===== config.mk =====
export PLATFORM = sky130hd
export DESIGN_NAME = dc_sweep_sequencer
export DESIGN_NICKNAME = d
export VERILOG_FILES = /design/src/rtl/dc_sweep_sequencer.sv
export SDC_FILE = /design/constraint.sdc
export NUM_CORES = 1
export LEC_CHECK = 0
export CORE_ASPECT_RATIO = 0.9
export CORE_MARGIN = 4
export CORE_UTILIZATION = 30
export CTS_BUF_LIST = sky130_fd_sc_hd__clkbuf_8
export DETAILED_ROUTE_END_ITERATION = 8
export PLACE_DENSITY = 0.51
export RECOVER_POWER = 25
export SYNTH_ARGS = -nofsm -noshare
export SYNTH_HDL_FRONTEND = slang
export SYNTH_SLANG_ARGS = --single-unit

===== constraint.sdc =====
create_clock -name clk -period 2.4 [get_ports clk]
set_input_delay 0.48 -clock clk [delete_from_list [all_inputs] [get_ports clk]]
set_output_delay 0.48 -clock clk [all_outputs]
set_load 0.05 [all_outputs]

===== src/rtl/dc_sweep_sequencer.sv =====
// DC operating-point sweep sequencer: ramps the source DAC, settles, converts and streams records.
// Build option: define DC_SWEEP_AVG_EN to average four conversions per point.
module dc_sweep_sequencer #(
  parameter int DAC_W    = 12,
  parameter int ADC_W    = 12,
  parameter int PTS_W    = 8,
  parameter int SETTLE_W = 16
) (
  input  logic                clk,
  input  logic                rst,
  input  logic                start,
  input  logic                abort,
  input  logic [DAC_W-1:0]    cfg_start_code,
  input  logic [DAC_W-1:0]    cfg_step_code,
  input  logic [PTS_W-1:0]    cfg_num_points,
  input  logic [SETTLE_W-1:0] cfg_settle,
  output logic [DAC_W-1:0]    dac_code,
  output logic                dac_load,
  output logic                adc_req,
  input  logic                adc_ack,
  input  logic [ADC_W-1:0]    adc_data,
  output logic                res_valid,
  input  logic                res_ready,
  output logic [PTS_W-1:0]    res_index,
  output logic [DAC_W-1:0]    res_code,
  output logic [ADC_W-1:0]    res_data,
  output logic                busy,
  output logic                done,
  output logic                sat
);

  typedef enum logic [2:0] {
    S_IDLE, S_LOAD, S_SETTLE, S_CONVERT, S_EMIT, S_DONE
  } state_t;

  state_t              state_reg, state_next;
  logic [PTS_W-1:0]    index_reg, index_next;
  logic [DAC_W-1:0]    code_reg, code_next;
  logic [DAC_W-1:0]    step_reg, step_next;
  logic [PTS_W-1:0]    num_points_reg, num_points_next;
  logic [SETTLE_W-1:0] settle_cfg_reg, settle_cfg_next;
  logic [SETTLE_W-1:0] settle_cnt_reg, settle_cnt_next;
  logic [DAC_W-1:0]    dac_code_reg, dac_code_next;
  logic                dac_load_reg, dac_load_next;
  logic                adc_req_reg, adc_req_next;
  logic                res_valid_reg, res_valid_next;
  logic [ADC_W-1:0]    res_data_reg, res_data_next;
  logic                busy_reg, busy_next;
  logic                done_reg, done_next;
  logic                sat_reg, sat_next;
`ifdef DC_SWEEP_AVG_EN
  logic [ADC_W+1:0]    acc_reg, acc_next;
  logic [1:0]          avg_cnt_reg, avg_cnt_next;
  logic [ADC_W+1:0]    acc_sum;
`endif

  logic                ack_take;
  logic                handshake;
  logic [DAC_W:0]      code_sum;

  // An ack is honoured only while a request is actually outstanding.
  assign ack_take  = (state_reg == S_CONVERT) && adc_req_reg && adc_ack;
  assign handshake = (state_reg == S_EMIT) && res_valid_reg && res_ready;
  assign code_sum  = {1'b0, code_reg} + {1'b0, step_reg};
`ifdef DC_SWEEP_AVG_EN
  assign acc_sum   = acc_reg + {2'b00, adc_data};
`endif

  always_comb begin
    state_next      = state_reg;
    index_next      = index_reg;
    code_next       = code_reg;
    step_next       = step_reg;
    num_points_next = num_points_reg;
    settle_cfg_next = settle_cfg_reg;
    settle_cnt_next = settle_cnt_reg;
    dac_code_next   = dac_code_reg;
    dac_load_next   = 1'b0;
    adc_req_next    = 1'b0;
    res_valid_next  = 1'b0;
    res_data_next   = res_data_reg;
    busy_next       = 1'b0;
    done_next       = 1'b0;
    sat_next        = sat_reg;
`ifdef DC_SWEEP_AVG_EN
    acc_next        = acc_reg;
    avg_cnt_next    = avg_cnt_reg;
`endif

    case (state_reg)
      S_IDLE: begin
        if (start && !abort) begin
          step_next       = cfg_step_code;
          num_points_next = cfg_num_points;
          settle_cfg_next = cfg_settle;
          sat_next        = 1'b0;
          index_next      = '0;
          code_next       = cfg_start_code;
          state_next      = (cfg_num_points == '0) ? S_DONE : S_LOAD;
        end
      end
      S_LOAD: begin
        settle_cnt_next = settle_cfg_reg - SETTLE_W'(1);
        state_next      = (settle_cfg_reg == '0) ? S_CONVERT : S_SETTLE;
`ifdef DC_SWEEP_AVG_EN
        acc_next        = '0;
        avg_cnt_next    = '0;
`endif
      end
      S_SETTLE: begin
        if (settle_cnt_reg == '0) begin
          state_next = S_CONVERT;
        end else begin
          settle_cnt_next = settle_cnt_reg - SETTLE_W'(1);
        end
      end
      S_CONVERT: begin
        if (ack_take) begin
`ifdef DC_SWEEP_AVG_EN
          acc_next = acc_sum;
          if (avg_cnt_reg == 2'd3) begin
            res_data_next = acc_sum[ADC_W+1:2];
            state_next    = S_EMIT;
          end else begin
            avg_cnt_next = avg_cnt_reg + 2'd1;
          end
`else
          res_data_next = adc_data;
          state_next    = S_EMIT;
`endif
        end
      end
      S_EMIT: begin
        if (handshake) begin
          if (index_reg == num_points_reg - PTS_W'(1)) begin
            state_next = S_DONE;
          end else begin
            index_next = index_reg + PTS_W'(1);
            state_next = S_LOAD;
            if (code_sum[DAC_W]) begin
              code_next = {DAC_W{1'b1}};
              sat_next  = 1'b1;
            end else begin
              code_next = code_sum[DAC_W-1:0];
            end
          end
        end
      end
      S_DONE: begin
        state_next = S_IDLE;
      end
      default: begin
        state_next = S_IDLE;
      end
    endcase

    // Registered outputs follow the state being entered.
    busy_next      = (state_next != S_IDLE);
    done_next      = (state_next == S_DONE);
    res_valid_next = (state_next == S_EMIT);
    adc_req_next   = (state_next == S_CONVERT) && !ack_take;
    if (state_next == S_LOAD) begin
      dac_load_next = 1'b1;
      dac_code_next = code_next;
    end

    // Abort drops everything in flight and parks the source at code 0.
    if (abort && state_reg != S_IDLE) begin
      state_next     = S_IDLE;
      index_next     = index_reg;
      code_next      = code_reg;
      sat_next       = sat_reg;
      busy_next      = 1'b0;
      done_next      = 1'b0;
      res_valid_next = 1'b0;
      adc_req_next   = 1'b0;
      dac_code_next  = '0;
      dac_load_next  = 1'b1;
`ifdef DC_SWEEP_AVG_EN
      acc_next       = '0;
      avg_cnt_next   = '0;
`endif
    end
  end

  always_ff @(posedge clk) begin
    if (rst) begin
      state_reg      <= S_IDLE;
      index_reg      <= '0;
      code_reg       <= '0;
      step_reg       <= '0;
      num_points_reg <= '0;
      settle_cfg_reg <= '0;
      settle_cnt_reg <= '0;
      dac_code_reg   <= '0;
      dac_load_reg   <= 1'b0;
      adc_req_reg    <= 1'b0;
      res_valid_reg  <= 1'b0;
      res_data_reg   <= '0;
      busy_reg       <= 1'b0;
      done_reg       <= 1'b0;
      sat_reg        <= 1'b0;
`ifdef DC_SWEEP_AVG_EN
      acc_reg        <= '0;
      avg_cnt_reg    <= '0;
`endif
    end else begin
      state_reg      <= state_next;
      index_reg      <= index_next;
      code_reg       <= code_next;
      step_reg       <= step_next;
      num_points_reg <= num_points_next;
      settle_cfg_reg <= settle_cfg_next;
      settle_cnt_reg <= settle_cnt_next;
      dac_code_reg   <= dac_code_next;
      dac_load_reg   <= dac_load_next;
      adc_req_reg    <= adc_req_next;
      res_valid_reg  <= res_valid_next;
      res_data_reg   <= res_data_next;
      busy_reg       <= busy_next;
      done_reg       <= done_next;
      sat_reg        <= sat_next;
`ifdef DC_SWEEP_AVG_EN
      acc_reg        <= acc_next;
      avg_cnt_reg    <= avg_cnt_next;
`endif
    end
  end

  assign dac_code  = dac_code_reg;
  assign dac_load  = dac_load_reg;
  assign adc_req   = adc_req_reg;
  assign res_valid = res_valid_reg;
  assign res_index = index_reg;
  assign res_code  = code_reg;
  assign res_data  = res_data_reg;
  assign busy      = busy_reg;
  assign done      = done_reg;
  assign sat       = sat_reg;

endmodule

==> results.py, run 1 <==
metrics = {
    "finish": {
        "drive_gt1_share_pct": 24.0,
        "fin_nets": 1005,
        "syn2layout_area_growth_pct": 50.9,
        "diodes": 0,
        "fillers": 1835,
    },
    "clocking": {
        "cts_tree": "yes",
        "cts_buffers": 9,
        "clock_path_buffers": 2,
        "clock-sinks": 105,
        "cts-htree-levels": 3,
        "cts_hold_buffers": 0,
        "cts.clk_slew.worst_paths_ns": 0.10,
        "clkLatencyLatePin_ns": 0.39,
        "cts_root_buffer": "clkbuf_8",
    },
    "logic_synthesis": {
        "synth_nets": 808,
        "syn_area_um2": 5730,
        "yosysUniqueCellTypes": 70,
        "synthCells": 726,
        "avgSynthCellArea_um2": 7.90,
        "synthFlopType": "dfxtp_1",
        "async_reset_ff_share_pct": 0,
        "ys_seq_elements": 105,
        "yosysSeqAreaShare_pct": 36.7,
        "synth_edf_count": 0,
        "ys_warn_count": 0,
    },
    "run_status": {
        "violations": "setup timing",
        "outcome": "finished, violations left",
    },
    "worst_hold_path": {
        "worstHoldPathType": "flip-flop to flip-flop",
        "worst_hold_path.endpoint": "sat",
        "holdCritStartpoint": "sat",
        "hold_path_depth": 2,
    },
    "grt": {
        "grt_pass1_vias": 6108,
        "overflow": 0,
        "grt_pass1_wl_um": 33600,
        "grt_max_degree": 32,
        "grt_usage_pct": 19.2,
        "antenna_found_initial": 0,
    },
    "sta": {
        "finClkSkew_ns": 0.0217,
        "worstMarginPinSlew_ns": 0.764,
        "tns_ns": -0.188,
        "setup_viol": 10,
        "hold_viol_final": 0,
        "setup_slack_ns": -0.0490,
        "rsz0062_at_grt": "true",
        "max_slew_margin_pct": 48.8,
        "period_share_pct": 102,
        "drv_slew": 0,
        "max_freq_ghz": 0.408,
        "layout_min_cycle_time_ns": 2.45,
    },
    "floorplan": {
        "fp.dieH_um": 139,
        "ios": 116,
        "die_area_um2": 21400,
        "core_um2": 18600,
        "rows": 47,
        "dieWidth_um": 154,
        "initial_core_util_pct": 30.9,
    },
    "drt": {
        "initialDrtViolationCount": 514,
        "vias": 6209,
        "routed_wl_um": 21300,
        "antenna_left": 0,
        "vias_per_cell": 5.29,
        "firstDrtPassIters": 5,
        "drc": 0,
        "wl_per_cell_um": 18.1,
    },
    "setup_path": {
        "worstSetupPathType": "flip-flop to flip-flop",
        "timing.rr.start": "num_points_reg[3]",
        "worstPathRequired_ns": 2.67,
        "end_kind": "flip-flop",
        "reg2reg_slack_ns": -0.05,
        "cp.arrival_ns": 2.72,
        "critPathLaunchType": "flip-flop",
        "worstReg2RegEnd": "res_code[5]",
        "crit_fanout": 13,
        "r2r_cells": 8,
    },
    "place": {
        "port_buffers": 115,
        "pre_cts_ws_ns": -0.168,
        "dp_hpwl_um": 15300,
        "place.gp.congestion": 0.857,
    },
    "power": {
        "p_per_area_nw_per_um2": 640,
        "power.leakage_nw": 3.27,
        "peakVddDrop_uv": 301,
        "p_total_w": 0.00554,
    },
    "flow_run": {
        "cap_violations": 0,
    },
}
[worst max-delay path, cell delays in order (launching register included)]
cell	delay (ns)
dfxtp_2	0.33
or4_4	0.53
a2111oi_4	0.21
nor3b_2	0.08
o41a_1	0.43
buf_6	0.19
buf_4	0.16
a221oi_4	0.29
a211oi_1	0.12
[per-layer routing]
layer  up-vias  track usage, %  wire (µm)
li1       3017               -          -
met5         -               0          0
met3        31            4.62       1420
met4         0            5.72        375
met1      2945            28.0      10100
met2       216            28.1       9320
[worst max path at each step]
| stage | startpoint | slack, ns | to | cells past startpoint |
|---|---|---|---|---|
| 3_3_place_gp | num_points_reg[3] | -0.14 | dac_code[9] | 8 |
| 5_1_grt | num_points_reg[3] | -0.18 | res_code[0] | 9 |
| 2_1_floorplan | state_reg[2] | -0.03 | settle_cnt_reg[15] | 9 |
| 4_1_cts | num_points_reg[3] | -0.09 | res_code[5] | 8 |
| 6_report | num_points_reg[3] | -0.05 | res_code[5] | 8 |
| 3_5_place_dp | num_points_reg[3] | -0.17 | dac_code[9] | 8 |
[power by group]
| part | leakage [nW] | total (W) | internal, W | switching [W] |
|---|---|---|---|---|
| logic | 2.30 | 0.00230 | 0.00101 | 0.00129 |
| clock network | 0.108 | 0.00118 | 0.000516 | 0.000661 |
| registers | 0.860 | 0.00206 | 0.00190 | 0.000161 |
| total | 3.27 | 0.00554 | 0.00343 | 0.00211 |
[cell usage after synthesis, drive strengths merged (5+ instances only)]
cell type,n,area (µm²)
a311oi,5,43.8
nand2,133,502
nand3,16,80.1
and3,5,31.3
xnor2,11,96.3
a211oi,8,60.1
mux2i,25,267
o2111ai,6,58.8
or2,6,37.5
clkbuf,31,116
o22ai,7,43.8
o211ai,5,37.5
ha,15,188
nor4,10,62.6
a21oi,79,395
o21a,6,45.0
o221ai,5,43.8
dfxtp,105,2100
nand3b,8,63.8
nor3,16,85.1
nand2b,5,31.3
nor2,61,241
inv,18,67.6
o21ai,39,195
a31oi,10,62.6
xor2,14,123
or3,9,56.3
buf,10,80.1
nand4,6,43.8
nor3b,7,52.6
[cell usage in the layout (no fill, tap or decap), drive strengths merged, types with 11 or more instances in the layout]
cell type,instances
nand3,16
a21oi,79
nor3,16
o21ai,39
xnor2,11
ha,15
inv,21
xor2,14
mux2i,25
clkdlybuf4s50,112
clkbuf,16
nor2,61
nand2,133
dfxtp,105
buf,105
[metrics by stage]
stage	hold slack [ns]	std cells	instance area (µm²)	utilization (%)
2_1_floorplan	0.440	726	5820	-
3_3_place_gp	0.458	1147	7880	42.4
3_5_place_dp	0.462	1147	7880	42.4
4_1_cts	0.478	1168	8310	44.7
5_1_grt	0.496	1173	8650	46.6
6_report	0.476	1173	8650	46.6
[logic make-up (layout without fill, tap and decap cells)]
family / after synthesis / in the layout / synth area share, %
mux: 25 / 25 / 4.65
buf+inv: 59 / 259 / 4.60
xor+xnor: 25 / 25 / 3.82
fa+ha+maj: 16 / 16 / 3.62
compound gates: 205 / 207 / 23.0
flops: 105 / 105 / 36.7
simple gates: 291 / 291 / 23.6
[area by class of cell]
type	instances	area, µm²	share of cell area, %
multi-input cells	564	3880	44.8
flip-flops and latches	105	2120	24.5
repair buffers	225	2080	24.0
well taps	245	307	3.54
clock buffers	10	138	1.59
inverters	18	70.1	0.810
clock inverters	6	65.1	0.752
[what timing repair did]
action                     CTS  global route
buffers inserted             2             5
pin swaps                   10            42
setup endpoints to repair   31            46
gates resized for setup     30            71
gates cloned                 3             1
(Power assumes the default switching activity.)
==> inputs of run 2 (changes only) <==
CTS_BUF_LIST = not set   (was sky130_fd_sc_hd__clkbuf_8)
==> run 2 against run 1 <==
Against the previous run:
- hold slack worse by 0.011 ns
- sequential power hardly changed
- first-iteration DRC count is 8.0% higher
- clock-buffer cell count is 2 higher
- final cell count hardly changed
- core utilization is 0.61 points higher
- non-clock buffer count stayed put
- design area is 1.3% higher
- the run still ends with setup timing left
- critical path type unchanged
- flip-flop and latch count stayed put
- register-to-register slack worse by 0.03 ns
==> results.py, run 2 (synthesis gave the netlist of run 1 again) <==
metrics = {
    "run_status": {
        "outcome": "finished, violations left",
        "violations": "setup timing",
    },
    "place": {
        "placed_area_um2": 7880,
        "dp_hpwl_um": 15300,
        "port_buffers": 115,
        "place.gp.congestion": 0.857,
        "pre_cts_ws_ns": -0.168,
    },
    "setup_path": {
        "critPathLaunchType": "flip-flop",
        "timing.rr.start": "num_points_reg[3]",
        "worstSetupPathType": "flip-flop to flip-flop",
        "worstPathRequired_ns": 2.67,
        "end_kind": "flip-flop",
        "r2r_cells": 9,
        "worstReg2RegEnd": "res_code[1]",
        "cp.arrival_ns": 2.75,
        "setup.worst_path.start": "num_points_reg[3]",
        "crit_fanout": 13,
        "reg2reg_slack_ns": -0.08,
    },
    "sta": {
        "finClkSkew_ns": 0.0149,
        "hold_viol_final": 0,
        "period_share_pct": 103,
        "setup_viol": 18,
        "setup_slack_ns": -0.0805,
        "worstMarginPinSlew_ns": 0.539,
        "rsz0062_at_grt": "true",
        "layout_min_cycle_time_ns": 2.48,
        "max_slew_margin_pct": 63.7,
        "drv_slew": 0,
        "max_freq_ghz": 0.403,
        "holdWs_ns": 0.465,
    },
    "floorplan": {
        "fp.dieH_um": 139,
        "die_area_um2": 21400,
        "ios": 116,
        "core_um2": 18600,
        "dieWidth_um": 154,
        "initial_core_util_pct": 30.9,
        "rows": 47,
    },
    "flow_run": {
        "cap_violations": 0,
    },
    "drt": {
        "dr.max_layer_used": "met4",
        "initialDrtViolationCount": 555,
        "dr_wl_met2_um": 9240,
        "antenna_left": 0,
        "vias": 6218,
        "vias_per_cell": 5.30,
        "firstDrtPassIters": 5,
        "wl_met3_um": 1380,
        "wl_per_cell_um": 18.2,
        "routed_wl_um": 21300,
        "drc": 0,
        "wl_met1_um": 10300,
    },
    "grt": {
        "grt_pass1_wl_um": 33600,
        "overflow": 0,
        "grt_usage_pct": 19.3,
        "antenna_found_initial": 0,
        "grt_max_degree": 32,
        "grt_pass1_vias": 6099,
    },
    "worst_hold_path": {
        "worstHoldPathType": "flip-flop to flip-flop",
        "worst_hold_path.endpoint": "sat",
        "holdCritStartpoint": "sat",
        "hold_path_depth": 2,
    },
    "clocking": {
        "clock_path_buffers": 2,
        "cts_root_buffer": "clkbuf_16",
        "cts-htree-levels": 3,
        "cts.clk_slew.worst_paths_ns": 0.08,
        "clock-sinks": 105,
        "cts_tree": "yes",
        "clkLatencyLatePin_ns": 0.36,
        "cts_hold_buffers": 0,
        "cts_buffers": 9,
    },
    "finish": {
        "fillers": 1812,
        "fin_area_um2": 8770,
        "layout_commonest_cell": "nand2_1",
        "syn2layout_area_growth_pct": 52.9,
        "drive_gt1_share_pct": 23.9,
        "diodes": 0,
        "layout_common_cells": "nand2_1 (130), clkdlybuf4s50_1 (105), dfxtp_1 (93), buf_4 (91), a21oi_1 (74)",
        "fin_nets": 1006,
    },
    "power": {
        "p_total_w": 0.00588,
        "power.leakage_nw": 3.35,
        "p_per_area_nw_per_um2": 670,
        "peakVddDrop_uv": 377,
    },
}
run 2: how the worst max path moves through the flow:
| stage | end | slack, ns |
|---|---|---|
| finish | res_code[1] | -0.08 |
| detailed placement | dac_code[9] | -0.17 |
| floorplan | settle_cnt_reg[15] | -0.03 |
| CTS | res_code[5] | -0.08 |
| global route | res_code[1] | -0.20 |
| global placement | dac_code[9] | -0.14 |
run 2: final cells by class:
| type | count | area (µm²) | area share, % |
|---|---|---|---|
| multi-input combinational | 565 | 3880 | 44.3 |
| sequential | 105 | 2120 | 24.2 |
| timing repair buffer | 225 | 2090 | 23.8 |
| tap | 245 | 307 | 3.50 |
| clock buffer | 12 | 268 | 3.05 |
| inverter | 18 | 70.1 | 0.799 |
| clock inverter | 4 | 31.3 | 0.357 |
run 2: per-stage QoR:
stage / utilization (%) / setup TNS, ns / instances
global placement: 42.4 / -2.10 / 1147
floorplan: - / -0.0885 / 726
global route: 47.2 / -3.56 / 1174
detailed placement: 42.4 / -2.82 / 1147
CTS: 45.2 / -1.20 / 1167
finish: 47.2 / -0.552 / 1174
run 2: per-layer routing:
| metal | GRT usage, % | vias to the layer above |
|---|---|---|
| met4 | 6.13 | 0 |
| met2 | 28.4 | 217 |
| li1 | - | 3021 |
| met1 | 28.1 | 2954 |
| met3 | 4.27 | 26 |
| met5 | 0 | - |
run 2: worst max-delay path: stages, from the launching register on:
cell and delay, ns:
dfxtp_2 0.32, or4_4 0.53, a2111oi_4 0.21, nor3b_2 0.08
o41a_1 0.44, buf_8 0.19, buf_12 0.14, nand3b_1 0.07
o211ai_1 0.11, a311oi_1 0.29
run 2: what timing repair did:
item | in CTS | in global routing
pin swaps | 8 | 41
gates cloned | 3 | 2
buffers inserted | 1 | 6
gates resized for setup | 30 | 67
setup endpoints to repair | 31 | 45
run 2: power by group:
group	leakage, nW	internal [W]	switching (W)
Combinational	2.34	0.00101	0.00129
Sequential	0.860	0.00190	0.000160
Clock	0.149	0.000806	0.000714
==> inputs of run 3 (changes only) <==
DONT_BUFFER_PORTS = 1   (was not set)
PLACE_DENSITY = 0.43   (was 0.51)
==> run 3 against run 2 <==
Against the previous run:
- the run still ends with setup timing left
- critical endpoint is now res_code[9]
- clock power rose by 3%
- register-to-register slack got worse by 0.07 ns
- combinational power fell by 17%
==> results.py, run 3 (synthesis gave the netlist of run 1 again) <==
metrics = {
    "clocking": {
        "cts_root_buffer": "clkbuf_16",
        "cts-htree-levels": 3,
        "clock_path_buffers": 2,
        "clock-sinks": 105,
        "cts.clk_slew.worst_paths_ns": 0.08,
        "cts_hold_buffers": 0,
        "cts_buffers": 9,
        "clkLatencyLatePin_ns": 0.36,
        "cts_tree": "yes",
    },
    "worst_hold_path": {
        "worstHoldPathType": "input pin to flip-flop",
    },
    "setup_path": {
        "critPathLaunchType": "flip-flop",
        "worstPathRequired_ns": 2.63,
        "cp.arrival_ns": 2.77,
        "end_kind": "flip-flop",
        "crit_fanout": 6,
        "worstSetupPathType": "flip-flop to flip-flop",
    },
    "power": {
        "p_total_w": 0.00562,
        "peakVddDrop_uv": 302,
        "pwr-share-clk_pct": 27.9,
        "power.leakage_nw": 2.80,
        "net-switching-power_w": 0.00207,
        "comb_power_share_pct": 33.9,
        "p_per_area_nw_per_um2": 754,
        "p_int_w": 0.00354,
        "swShare_pct": 36.9,
        "seq_power_share_pct": 38.3,
    },
    "sta": {
        "finClkSkew_ns": 0.00855,
        "hold_viol_final": 0,
        "drv_slew": 0,
        "layout_min_cycle_time_ns": 2.55,
        "max_freq_ghz": 0.392,
        "worstMarginPinSlew_ns": 0.991,
        "rsz0062_at_grt": "true",
        "max_slew_margin_pct": 33.9,
        "setup_slack_ns": -0.148,
        "setup_viol": 34,
        "period_share_pct": 106,
    },
    "place": {
        "dp_hpwl_um": 14600,
        "place.gp.congestion": 0.879,
        "port_buffers": 0,
        "placed_area_um2": 6660,
        "placed_cells": 1021,
    },
    "finish": {
        "fillers": 1944,
        "fin_nets": 884,
        "layout_common_cells": "nand2_1 (130), dfxtp_1 (93), buf_4 (76), a21oi_1 (75), nor2_1 (55)",
        "drive_gt1_share_pct": 23.9,
        "layout_commonest_cell": "nand2_1",
        "syn2layout_area_growth_pct": 30.0,
        "instances_no_fill": 1052,
        "fin_area_um2": 7450,
        "diodes": 0,
    },
    "floorplan": {
        "dieWidth_um": 154,
        "initial_core_util_pct": 30.9,
        "fp.dieH_um": 139,
        "core_um2": 18600,
        "rows": 47,
        "ios": 116,
        "die_area_um2": 21400,
    },
    "drt": {
        "drc": 0,
        "wl_per_cell_um": 19.1,
        "routed_wl_um": 20100,
        "vias_per_cell": 5.41,
        "firstDrtPassIters": 6,
        "vias": 5693,
        "antenna_left": 0,
        "initialDrtViolationCount": 340,
    },
    "grt": {
        "grt_pass1_wl_um": 31200,
        "overflow": 0,
        "grt_usage_pct": 18.2,
        "grt_max_degree": 85,
        "antenna_found_initial": 0,
        "grt_pass1_vias": 5466,
    },
    "run_status": {
        "violations": "setup timing",
        "outcome": "finished, violations left",
    },
    "flow_run": {
        "cap_violations": 0,
    },
}
-- run 3: per-layer routing --
metal	vias to the layer above	track usage (%)	wire (µm)
li1	2784	-	-
met1	2727	26.3	9660
met2	162	26.2	8700
met3	20	5.65	1400
met4	0	5.07	324
met5	-	0	0
-- run 3: cell type report --
type / instances / area (µm²) / share of cell area [%]
clock buffers: 9 / 225 / 3.02
flip-flops and latches: 105 / 2120 / 28.4
clock inverters: 7 / 88.8 / 1.19
repair buffers: 106 / 871 / 11.7
well taps: 245 / 307 / 4.11
multi-input cells: 562 / 3770 / 50.6
inverters: 18 / 67.6 / 0.906
-- run 3: through the flow --
step / worst slack [ns] / setup TNS [ns] / util (%) / hold slack (ns)
floorplan: -0.0327 / -0.0885 / - / 0.440
global placement: -0.114 / -1.11 / 35.8 / 0.452
detailed placement: -0.159 / -2.41 / 35.8 / 0.457
CTS: -0.134 / -1.30 / 38.6 / 0.169
global route: -0.271 / -6.44 / 40.1 / 0.164
finish: -0.148 / -2.04 / 40.1 / 0.188
-- run 3: critical path: stages (launching register included) --
cell	delay (ns)
dfxtp_2	0.32
or4_4	0.54
a2111oi_4	0.23
nor3b_2	0.08
o41a_1	0.43
buf_12	0.16
buf_8	0.13
o21a_1	0.18
o221ai_2	0.20
o22ai_1	0.14
-- run 3: final timing paths --
check | startpoint | endpoint | slack (ns) | cells past startpoint
worst min register to register | num_points_reg[7] | num_points_reg[7] | 0.47 | 2
worst max register to register | num_points_reg[3] | res_code[9] | -0.15 | 9
worst min-delay path | rst | res_code[7] | 0.19 | 1
worst max-delay path | num_points_reg[3] | res_code[9] | -0.15 | 9
-- run 3: timing repair --
action                                  4_1_cts  5_1_grt
pin swaps                                    16       25
buffers inserted                              5        7
gates cloned                                  2        1
hold endpoints to repair                      0        0
resized for setup                            26       58
endpoints found under the setup margin       33       46
-- run 3: power by group through the flow --
stage	combinational, W	clock [W]	sequential (W)
floorplan	0.00106	0	0.00223
global placement	0.00168	0	0.00218
detailed placement	0.00171	0	0.00218
CTS	0.00177	0.00162	0.00214
global route	0.00208	0.00169	0.00217
finish	0.00190	0.00157	0.00215
